--- src/rtl/sev_dec_twelve_hr.sv ---
// Purpose: decode a 24-hour binary hour (0..23) into two 12-hour seven-segment digits plus a PM flag.
// Latency: 1 cycle, registered outputs, new input accepted every cycle.
// Backpressure: none, no handshake; SEVDEC_LEAD_ZERO_BLANK_EN blanks the leading tens zero for 1..9.
module sev_dec_twelve_hr (
    input  logic        clk,
    input  logic        reset,
    input  logic [7:0]  a_in,
    output logic [13:0] out,
    output logic        pm
);

    // Segment patterns, abcdefg with segment a in the MSB, active-low
    localparam logic [6:0] SEG_BLANK = 7'b1111111;
    localparam logic [6:0] SEG_DASH  = 7'b1111110;

`ifdef SEVDEC_LEAD_ZERO_BLANK_EN
    localparam logic [6:0] TENS_ZERO = SEG_BLANK;
`else
    localparam logic [6:0] TENS_ZERO = 7'b0000001;
`endif

    function automatic logic [6:0] seg_digit(input logic [3:0] dig);
        logic [6:0] seg;
        case (dig)
            4'd0:    seg = 7'b0000001;
            4'd1:    seg = 7'b1001111;
            4'd2:    seg = 7'b0010010;
            4'd3:    seg = 7'b0000110;
            4'd4:    seg = 7'b1001100;
            4'd5:    seg = 7'b0100100;
            4'd6:    seg = 7'b0100000;
            4'd7:    seg = 7'b0001111;
            4'd8:    seg = 7'b0000000;
            4'd9:    seg = 7'b0000100;
            default: seg = SEG_DASH;
        endcase
        return seg;
    endfunction

    logic [13:0] out_d, out_q;
    logic        pm_d,  pm_q;
    logic [7:0]  disp_val;
    logic [7:0]  ones_val;
    logic        tens_one;

    // Map the 24-hour value onto 1..12, split into digits and encode
    always_comb begin
        disp_val = 8'd0;
        ones_val = 8'd0;
        tens_one = 1'b0;
        out_d    = {SEG_DASH, SEG_DASH};
        pm_d     = 1'b0;
        if (a_in < 8'd24) begin
            if (a_in == 8'd0) begin
                disp_val = 8'd12;
            end else if (a_in <= 8'd12) begin
                disp_val = a_in;
            end else begin
                disp_val = a_in - 8'd12;
            end
            pm_d     = (a_in >= 8'd12);
            tens_one = (disp_val >= 8'd10);
            ones_val = tens_one ? (disp_val - 8'd10) : disp_val;
            out_d    = {(tens_one ? seg_digit(4'd1) : TENS_ZERO), seg_digit(ones_val[3:0])};
        end
    end

    // Output register; reset blanks the display and wins over the input
    always_ff @(posedge clk) begin
        if (reset) begin
            out_q <= {SEG_BLANK, SEG_BLANK};
            pm_q  <= 1'b0;
        end else begin
            out_q <= out_d;
            pm_q  <= pm_d;
        end
    end

    assign out = out_q;
    assign pm  = pm_q;

endmodule

--- config.mk ---
export PLATFORM = sky130hd
export DESIGN_NAME = sev_dec_twelve_hr
export DESIGN_NICKNAME = d
export VERILOG_FILES = /design/src/rtl/sev_dec_twelve_hr.sv
export SDC_FILE = /design/constraint.sdc
export NUM_CORES = 1
export LEC_CHECK = 0
export BUFFER_PORTS_ARGS = -buffer_cell sky130_fd_sc_hd__buf_4
export CAP_MARGIN = 10
export CORE_UTILIZATION = 45
export CTS_BUF_LIST = sky130_fd_sc_hd__clkbuf_16
export CTS_CLUSTER_SIZE = 28
export DETAILED_ROUTE_END_ITERATION = 6
export GPL_TIMING_DRIVEN = 0
export PLACE_DENSITY = 0.74
export REMOVE_ABC_BUFFERS = 1
export SYNTH_ARGS = -nofsm -noshare
export SYNTH_HDL_FRONTEND = slang
export SYNTH_SLANG_ARGS = --single-unit
--- constraint.sdc ---
create_clock -name clk -period 2.26 [get_ports clk]
set_input_delay 0.226 -clock clk [delete_from_list [all_inputs] [get_ports clk]]
set_output_delay 0.226 -clock clk [all_outputs]
set_load 0.05 [all_outputs]
Word level (Yosys, flattened, before mapping). Memory sizes are Yosys's and may differ from the RTL's. Cells that the tools add are included.

Word-level logic and storage cells: 19. Input bits: 10. Register bits after elaboration: 15. Bits in read-only memories: 112. Memories kept: 1. Output and inout bits: 15.

Memories: (no name shown) (depth 16, bits a word 7, read ports 1, clocked after Yosys merged registers in 0, wr ports 0, line 24) `case (dig)`.

Multiplexer cells: 6. Reduce and logical (&&, ||, !) cells: 2. Add/subtract/negate cells: 2. Order comparisons: 4. Bitwise operators: 1.

Operator list (count): 2-to-1 mux 8 bit (4); greater-or-equal comparator 8 x 4 -> 1 bit (second input constant) (2); less-or-equal comparator 8 x 4 -> 1 bit (second input constant) (1); logical NOT 8 bit (1); less-than comparator 8 x 5 -> 1 bit (second input constant) (1); subtractor 8 x 4 -> 8 bit (second input constant) (1); 2-to-1 mux 7 bit (1); 2-to-1 mux 4 bit (1); subtractor 4 bit (second input constant) (1); OR reduction 2 bit (1); NOT 1 bit (1).

Logic depth before layout (Yosys ltp). Gate-level depths: netlist of run 1. An unclocked memory read counts as a cell.

Depth in word-level cells: 8. Mapped depth: 14. Depth with buffers taken out: 14.

Least setup slack after synthesis of run 1. No wires, ideal clock.

Path type: in2reg. From: input a_in[2]. To: register out_q[3] (netlist: out[3]). Stages on the path: 14. Library setup time: 0.136 ns. Required time: 2.124 ns. Path slack: -0.204 ns. Data arrival time: 2.328 ns. Path buffers: 0. Cells stage by stage: inv_1 -> ha_1 -> or3b_1 -> or3_1 -> o2111ai_4 -> nor2_8 -> xnor2_1 -> inv_1 -> ha_1 -> nand2_1 -> o21ai_0 -> a2bb2oi_1 -> a21oi_1 -> o21ai_1.

Longest elaborated chain between the ends: 7. Elaborated cells between the ends (all ways): 13. Classes of those cells: add/sub: 2; order compare: 3; mux: 4; bitwise: 1; reduce/logical: 2; memory: 1.

RTL lines: from (decl) (line 7) `input logic [7:0] a_in,`; subtractor 8 x 4 -> 8 bit or less-or-equal comparator 8 x 4 -> 1 bit (tied branches) (line 59, 56); 2-to-1 mux 8 bit (line 56) `end else if (a_in <= 8'd12) begin`; 2-to-1 mux 8 bit (line 54) `if (a_in == 8'd0) begin`; 2-to-1 mux 8 bit (line 53) `if (a_in < 8'd24) begin`; greater-or-equal comparator 8 x 4 -> 1 bit or subtractor 4 bit (tied branches) (line 62, 63); 2-to-1 mux 4 bit (line 63) `ones_val = tens_one ? (disp_val - 8'd10) : disp_val;`; memory (16 x 7 bit); to (signal assigned) (line 71) `out_q <= {SEG_BLANK, SEG_BLANK};`; to (signal assigned) (line 74) `out_q <= out_d;`; to (decl) (line 40) `logic [13:0] out_d, out_q;`.

Several ways; a longest one is shown, not always the timed one. The select of a mux whose other input is x is not followed. A chain may end at the register's enable or synchronous reset.

Worst setup path after layout of run 1.
From: input a_in[3]. To: register out_q[6] (netlist: out[6]).

The elaborated chain is that of the path after synthesis.

==> impl_metrics.yaml, run 1 <==
setup_path:
  arrival_ns: 2.35
  cpMaxStageDelayCell: "or3_4"
  start_kind: "primary input"
  cp.buffers_inverters: 3
  worstSetupPathDepth: 15
  crit_chain: "buf_12 > inv_4 > ha_4 > or3b_4 > or3_4 > o2111ai_4 > nor2_8 > xnor2_4 > inv_2 > ha_4 > nand2_2 > o21ai_2 > a2bb2oi_2 > a21oi_2 > o21ai_1"
  crit_type: "in -> reg"
  crit_top_cell: "ha_4"
  worstSetupEndpointType: "register"
  critPathMaxStageDelay_ns: 0.40
  critPathTopFamily: "simple AND/OR/NAND/NOR gates"
  critPathMaxFanout: 6
  cp.required_ns: 2.35
routing:
  via_per_inst: 5.35
  drt-total-wl_um: 2150
  first_pass_iters: 4
  drc_errors: 0
  drtIter0Drc: 18
  ant_nets: 0
  avgRoutedWirePerCell_um: 13.9
  vias: 830
clocking:
  clk_path_buf_depth: 2
  clkTransAtPathRegs_ns: 0.04
  clock_sink_count: 11
  cts_buffers: 3
  cts.htree.levels: 1
  cts_tree: "yes"
  cts_root_buf: "clkbuf_16"
hold_path:
  min_from: "reset"
  min_path_cells: 2
  min_to: "out[0]"
  hold_class: "in -> reg"
sta:
  rsz0062_at_grt: "yes"
  period_minus_slack_ns: 2.26
  setup_viol: 1
  drv_slew: 0
  max_freq_mhz: 442
  fin_crit_sh_pct: 100
  relSlewSlack_pct: 70.6
  worst_slew_pin_slew_ns: 0.431
  setup_ws_ns: -0.00171
  final_hold_viol_count: 0
finish:
  area_growth_syn_to_layout_pct: 56.6
  layout_commonest_cell: "buf_4"
  n_antenna_cell: 0
  fin_nets: 149
  final_util_pct: 77.0
  drive_above_1_share_pct: 52.3
  instances_no_fill: 155
  layout_common_cells: "buf_4, dfxtp_1, inv_1"
floorplanning:
  core_area_um2: 1760
  row_count: 15
  die-height_um: 45.9
  die_x_um: 45.9
  boundaryPins: 25
  start_util_pct: 49.1
  dieArea_um2: 2110
synth:
  synth_cell_types: 38
  synth_xor_area_share_pct: 4.04
  synth_compound_area_share_pct: 27.4
  synth_area_um2: 867
  synth.avg_cell_area_um2: 9.13
  postSynthCellCount: 95
  synthAdderAreaFrac_pct: 11.5
  synthSimpleGateAreaFrac_pct: 18.5
  synth_seq_cells: 11
  synth.mux.area_fraction_pct: 4.91
  synth_top_family_by_area: "compound AO/OA/AOI/OAI gates"
  synth-warning-count: 0
  seq_area_frac_synth_pct: 25.4
placement:
  dp_cells: 139
  numPortBuffers: 24
  hpwlAfterDp_um: 1300
  place_ws_ns: -0.616
  place.gp.congestion: 0.730
pwr:
  combPwrFrac_pct: 33.6
  power.total_uw: 762
  p_sw_uw: 217
  p_leak_uw: 0.000578
  seq_power_share_pct: 26.5
  internal_power_uw: 546
  p_per_area_nw_per_um2: 562
  max-vdd-ir-drop_mv: 0.378
  clockPowerShare_pct: 39.9
  p_sw_share_pct: 28.4
grt:
  first_global_vias: 726
  grt_max_degree: 10
  grt.total_usage_pct: 20.3
  grt_pass1_wl_um: 3060
  grt_overflow: 0
  antenna_found_initial: 0
outcome:
  status: "complete, but fails checks"
  failed_checks: "setup timing"
flow_run:
  max-cap-violations: 0
==> routing by layer <==
metal / share of wire, % / track usage (%) / up-vias
met5: 0 / 0 / -
met4: 0.88 / 8.82 / 0
met3: 3.1 / 2.38 / 2
met2: 55 / 37.5 / 23
met1: 41 / 22.8 / 401
li1: - / - / 404
==> area by class of cell <==
type	count	area, um2
multi-input cells	70	698
fillers	132	407
repair buffers	35	287
flip-flops and latches	11	220
clock buffers	3	75.1
inverters	10	42.5
well taps	25	31.3
clock inverters	1	3.75
==> logic make-up after synthesis <==
kind of cell | count (synthesis)
buf+inv | 15
fa+ha+maj | 8
mux | 3
xor+xnor | 4
simple gates | 24
compound gates | 30
flops | 11
==> power by group through the flow <==
stage | clock, uW | sequential [uW] | combinational [uW]
floorplan | 0 | 226 | 110
global placement | 0 | 205 | 179
detailed placement | 0 | 205 | 182
CTS | 310 | 202 | 215
global route | 318 | 202 | 273
finish | 304 | 202 | 256
==> flip-flops by register name, summed over array words and instances, names as in the netlist <==
register and flops:
out 10, pm 1
==> Yosys cell counts (all sizes together) <==
master,instances,area [um2]
nor2b,1,6.26
a211oi,1,7.51
dfxtp,11,220
or4,1,11.3
a2111oi,1,8.76
ha,8,100
nor4,1,6.26
clkbuf,1,3.75
or2,1,6.26
nor2,7,58.8
buf,4,30.0
a21o,2,15.0
o2111ai,1,26.3
o21ai,11,58.8
or3b,1,8.76
o21a,2,15.0
a311oi,1,26.3
inv,10,37.5
xor2,1,8.76
a21bo,2,20.0
nand3,1,5.00
or3,1,6.26
nand2b,1,6.26
nor3,1,10.0
mux2i,3,42.5
o22a,1,8.76
xnor2,3,26.3
a21oi,4,20.0
and2,1,6.26
a22oi,2,15.0
a2bb2oi,1,8.76
o211ai,1,7.51
nand2,6,22.5
nand4,1,6.26
==> worst max path at each step <==
stage	start	endpoint
5_1_grt	a_in[2]	out[6]
3_3_place_gp	a_in[2]	out[6]
6_report	a_in[3]	out[6]
2_1_floorplan	a_in[2]	out[3]
4_1_cts	a_in[3]	out[6]
3_5_place_dp	a_in[2]	out[6]
==> through the flow <==
stage	setup TNS, ns	hold slack, ns	area (um2)
3_3_place_gp	-2.06	0.422	1040
5_1_grt	-0.220	0.184	1360
6_report	-0.00171	0.185	1360
4_1_cts	-0.0192	0.184	1270
2_1_floorplan	-0.407	0.312	833
3_5_place_dp	-2.39	0.421	1040
==> repair_timing <==
action                                  in CTS  in global routing
endpoints found under the setup margin       4                  7
pin swaps                                    6                  6
gates cloned                                 0                  1
resized for setup                           23                  9
buffers inserted                             7                  5
hold buffers                                 0                  0
(Power assumes the default switching activity.)
==> run 2: changes to the inputs <==
--- a/config.mk
+++ b/config.mk
@@ -12,7 +12,7 @@
 export CTS_CLUSTER_SIZE = 28
 export DETAILED_ROUTE_END_ITERATION = 6
 export GPL_TIMING_DRIVEN = 0
-export PLACE_DENSITY = 0.74
+export PLACE_DENSITY = 0.72
 export REMOVE_ABC_BUFFERS = 1
 export SYNTH_ARGS = -nofsm -noshare
 export SYNTH_HDL_FRONTEND = slang
==> run 2 against run 1 <==
The flow now finishes without violations. Combinational power shrank 4%. Non-clock buffer count grew 1. Sequential share of layout area grew 0.12 points. Worst hold slack lost 0.0034 ns. Largest cell class unchanged. Sequential power is essentially flat. Highest routed layer unchanged. Maximum frequency grew 4.1%. Largest power group unchanged.
==> impl_metrics.yaml, run 2 (synthesized netlist as in run 1, its figures left out) <==
grt:
  first_global_vias: 775
  grt_pass1_wl_um: 3110
  grt.total_usage_pct: 20.9
  grt_overflow: 0
  antenna_found_initial: 0
  grt_max_degree: 9
routing:
  via_per_inst: 5.21
  vias: 808
  drtIter0Drc: 5
  avgRoutedWirePerCell_um: 13.6
  drc_errors: 0
  ant_nets: 0
  first_pass_iters: 4
  drt-total-wl_um: 2110
clocking:
  cts_buffers: 3
  cts.hold.buffers_added: 0
  clock_sink_count: 11
  cts_root_buf: "clkbuf_16"
  clkTransAtPathRegs_ns: 0.04
  cts_tree: "yes"
  clk_path_buf_depth: 2
  cts.htree.levels: 1
finish:
  fin_nets: 149
  layout_common_cells: "buf_4, dfxtp_1, inv_1, o21ai_1"
  nFillCells: 136
  n_antenna_cell: 0
  area_growth_syn_to_layout_pct: 55.4
  largest_reg_flops: 10
  drive_above_1_share_pct: 52.3
  multi_input_area_um2: 684
  layout_commonest_cell: "buf_4"
  instances_no_fill: 155
  final_util_pct: 76.4
  regArea_um2: 220
floorplanning:
  die-height_um: 45.9
  dieArea_um2: 2110
  die_x_um: 45.9
  row_count: 15
  core_area_um2: 1760
  start_util_pct: 49.1
  boundaryPins: 25
setup_path:
  start_kind: "primary input"
  crit_type: "in -> reg"
  critPathMaxFanout: 8
  worstSetupEndpointType: "register"
  arrival_ns: 2.25
  cp.required_ns: 2.34
flow_run:
  max-cap-violations: 0
placement:
  numPortBuffers: 24
  hpwlAfterDp_um: 1400
  dp_cells: 139
  place.gp.congestion: 0.856
outcome:
  status: "completed"
pwr:
  max-vdd-ir-drop_mv: 0.360
  power.total_uw: 761
  p_leak_uw: 0.000572
  p_per_area_nw_per_um2: 565
sta:
  period_minus_slack_ns: 2.17
  drv_slew: 0
  worst_slew_pin_slew_ns: 0.483
  setup_viol: 0
  final_hold_viol_count: 0
  max_freq_mhz: 460
  fin_crit_sh_pct: 96.1
  relSlewSlack_pct: 67.0
hold_path:
  hold_class: "in -> reg"
  min_path_cells: 2
[run 2: path summary, 6_finish.rpt]
| kind | start | end | slack (ns) |
|---|---|---|---|
| hold / removal | reset | out[0] | 0.18 |
| setup / recovery | a_in[6] | out[1] | 0.09 |
[run 2: report_power, final]
group	internal [uW]	leakage, uW	total [uW]	switching, uW
sequential	200	0.0000900	202	1.55
clock	233	0.0000409	314	80.6
combinational	111	0.000441	245	134
total	545	0.000572	761	216
[run 2: stage by stage]
step           setup TNS, ns  setup WS, ns  cell area (um2)  hold slack [ns]
6_report                   0        0.0875             1350            0.182
3_3_place_gp           -2.26        -0.565             1040            0.420
3_5_place_dp           -2.52        -0.624             1040            0.421
2_1_floorplan         -0.407        -0.204              833            0.312
4_1_cts              -0.0356       -0.0286             1280            0.182
5_1_grt              -0.0143       -0.0132             1350            0.189
[run 2: layer usage]
layer / share of wire (%) / wire [um] / vias up / global-route usage [%]
li1: - / - / 400 / -
met1: 36 / 757 / 373 / 17.1
met2: 57 / 1210 / 27 / 43.1
met3: 4.0 / 85 / 8 / 4.37
met4: 2.6 / 55 / 0 / 12.9
met5: 0 / 0 / - / 0
[run 2: cell type report]
type	instances	area share, %
Sequential cell	11	16.3
Inverter	10	3.16
Clock buffer	3	5.57
Multi-Input combinational cell	69	50.8
Timing Repair Buffer	36	21.4
Clock inverter	1	0.371
Tap cell	25	2.32
[run 2: timing repair]
| action | CTS | global route |
|---|---|---|
| endpoints found under the hold margin | 0 | 0 |
| cloned | 0 | 0 |
| gates resized for setup | 21 | 11 |
| pin swaps | 6 | 9 |
| buffers inserted | 9 | 3 |
| setup endpoints to repair | 6 | 7 |
[run 2: worst max-delay path: stages]
cell	delay (ns)
buf_4	0.13
or4_4	0.60
nor3_4	0.22
a311oi_4	0.08
nor2_8	0.18
buf_6	0.16
mux2i_4	0.33
mux2i_1	0.23
a22oi_1	0.09
==> run 3: changes to the inputs <==
--- a/config.mk
+++ b/config.mk
@@ -8,12 +8,13 @@
 export BUFFER_PORTS_ARGS = -buffer_cell sky130_fd_sc_hd__buf_4
 export CAP_MARGIN = 10
 export CORE_UTILIZATION = 45
-export CTS_BUF_LIST = sky130_fd_sc_hd__clkbuf_16
+export CTS_BUF_LIST = sky130_fd_sc_hd__clkbuf_8 sky130_fd_sc_hd__clkbuf_16
 export CTS_CLUSTER_SIZE = 28
 export DETAILED_ROUTE_END_ITERATION = 6
 export GPL_TIMING_DRIVEN = 0
 export PLACE_DENSITY = 0.72
 export REMOVE_ABC_BUFFERS = 1
+export SKIP_LAST_GASP = 1
 export SYNTH_ARGS = -nofsm -noshare
 export SYNTH_HDL_FRONTEND = slang
 export SYNTH_SLANG_ARGS = --single-unit
==> run 3 against run 2 <==
Via count grew 1.2%. Wire length shrank 2.6%. Non-clock buffer count grew 1. Sequential share of layout area grew 0.48 points. Design area shrank 2.9%. Worst hold slack is essentially flat. Die area is the same. Power shrank 16%. Worst setup slack lost 0.046 ns. First-iteration DRC count grew 140%.
==> impl_metrics.yaml, run 3 (synthesized netlist as in run 1, its figures left out) <==
outcome:
  status: "completed"
pwr:
  p_leak_uw: 0.000562
  power.total_uw: 639
  max-vdd-ir-drop_mv: 0.276
  p_per_area_nw_per_um2: 488
sta:
  fin_tns_setup_ns: 0
  worst_slew_pin_slew_ns: 0.488
  relSlewSlack_pct: 66.7
  rsz0062_at_grt: "yes"
  fin_crit_sh_pct: 98.2
  drv_slew: 0
  max_freq_mhz: 451
  period_minus_slack_ns: 2.22
  hold-worst-slack_ns: 0.181
  setup_viol: 0
  setup_ws_ns: 0.0417
  final_hold_viol_count: 0
clocking:
  clkTransAtPathRegs_ns: 0.05
  cts.hold.buffers_added: 0
  cts_buffers: 3
  clk_path_buf_depth: 2
  cts_root_buf: "clkbuf_8"
  cts.htree.levels: 1
  clock_sink_count: 11
  cts_tree: "yes"
finish:
  regArea_um2: 220
  drive_above_1_share_pct: 51.9
  final_area_um2: 1310
  largest_reg_flops: 10
  layout_common_cells: "buf_4, dfxtp_1, inv_1, o21ai_1, ha_1"
  n_antenna_cell: 0
  layout_commonest_cell: "buf_4"
  area_growth_syn_to_layout_pct: 50.9
  fin_nets: 150
  nFillCells: 138
  multi_input_area_um2: 672
setup_path:
  crit_end: "out[4]"
  cp.required_ns: 2.36
  arrival_ns: 2.32
  critPathMaxFanout: 6
  start_kind: "primary input"
  worstSetupEndpointType: "register"
  crit_type: "in -> reg"
  startpoint: "a_in[6]"
placement:
  numPortBuffers: 24
  place_area_um2: 1040
  hpwlAfterDp_um: 1400
  place.gp.congestion: 0.856
  place_ws_ns: -0.624
routing:
  first_pass_iters: 4
  via_per_inst: 5.24
  avgRoutedWirePerCell_um: 13.2
  drc_errors: 0
  drtIter0Drc: 12
  drt-total-wl_um: 2050
  ant_nets: 0
  vias: 818
grt:
  grt_max_degree: 9
  grt_pass1_wl_um: 3060
  first_global_vias: 770
  antenna_found_initial: 0
  grt.total_usage_pct: 20.4
  grt_overflow: 0
floorplanning:
  dieArea_um2: 2110
  core_area_um2: 1760
  die_x_um: 45.9
  die-height_um: 45.9
  row_count: 15
  start_util_pct: 49.1
  boundaryPins: 25
hold_path:
  hold_class: "in -> reg"
  min_path_cells: 2
flow_run:
  max-cap-violations: 0
[run 3: where the power goes]
part / leakage, uW / internal (uW) / switching [uW]
logic: 0.000446 / 111 / 133
registers: 0.0000900 / 200 / 1.54
clock network: 0.0000255 / 121 / 72.4
total: 0.000562 / 431 / 207
[run 3: worst min-delay path by stage]
stage           from  endpoint
2_1_floorplan  reset    out[0]
3_3_place_gp   reset    out[0]
3_5_place_dp   reset    out[0]
4_1_cts        reset    out[0]
5_1_grt        reset    out[0]
6_report       reset    out[0]
[run 3: area by class of cell]
| class | instances | share of cell area (%) |
|---|---|---|
| Clock inverter | 1 | 0.382 |
| Timing Repair Buffer | 37 | 22.7 |
| Sequential cell | 11 | 16.8 |
| Inverter | 10 | 3.25 |
| Clock buffer | 3 | 3.15 |
| Tap cell | 25 | 2.39 |
| Multi-Input combinational cell | 69 | 51.3 |
[run 3: routing by layer]
| metal | global-route usage, % | vias up | share of wire [%] |
|---|---|---|---|
| met5 | 0 | - | 0 |
| met4 | 11.2 | 0 | 1.9 |
| met3 | 1.98 | 6 | 3.0 |
| met2 | 43.1 | 26 | 58 |
| met1 | 17.6 | 385 | 37 |
| li1 | - | 401 | - |
[run 3: repair_timing]
action | in CTS | in global routing
pin swaps | 6 | 9
endpoints found under the setup margin | 6 | 6
cloned | 0 | 0
setup buffers | 9 | 4
gates resized for setup | 21 | 10
[run 3: worst max-delay path, cell delays in order]
cell and delay, ns:
buf_4 0.13, or4_4 0.60, o21ai_1 0.23, o21ai_2 0.15
ha_1 0.39, mux2i_4 0.26, buf_4 0.17, o21a_1 0.11
o21ai_1 0.06
[run 3: metrics by stage]
stage	cells	util, %
detailed placement	139	59.2
global route	156	74.2
global placement	139	59.2
CTS	152	70.4
floorplan	90	-
finish	156	74.2
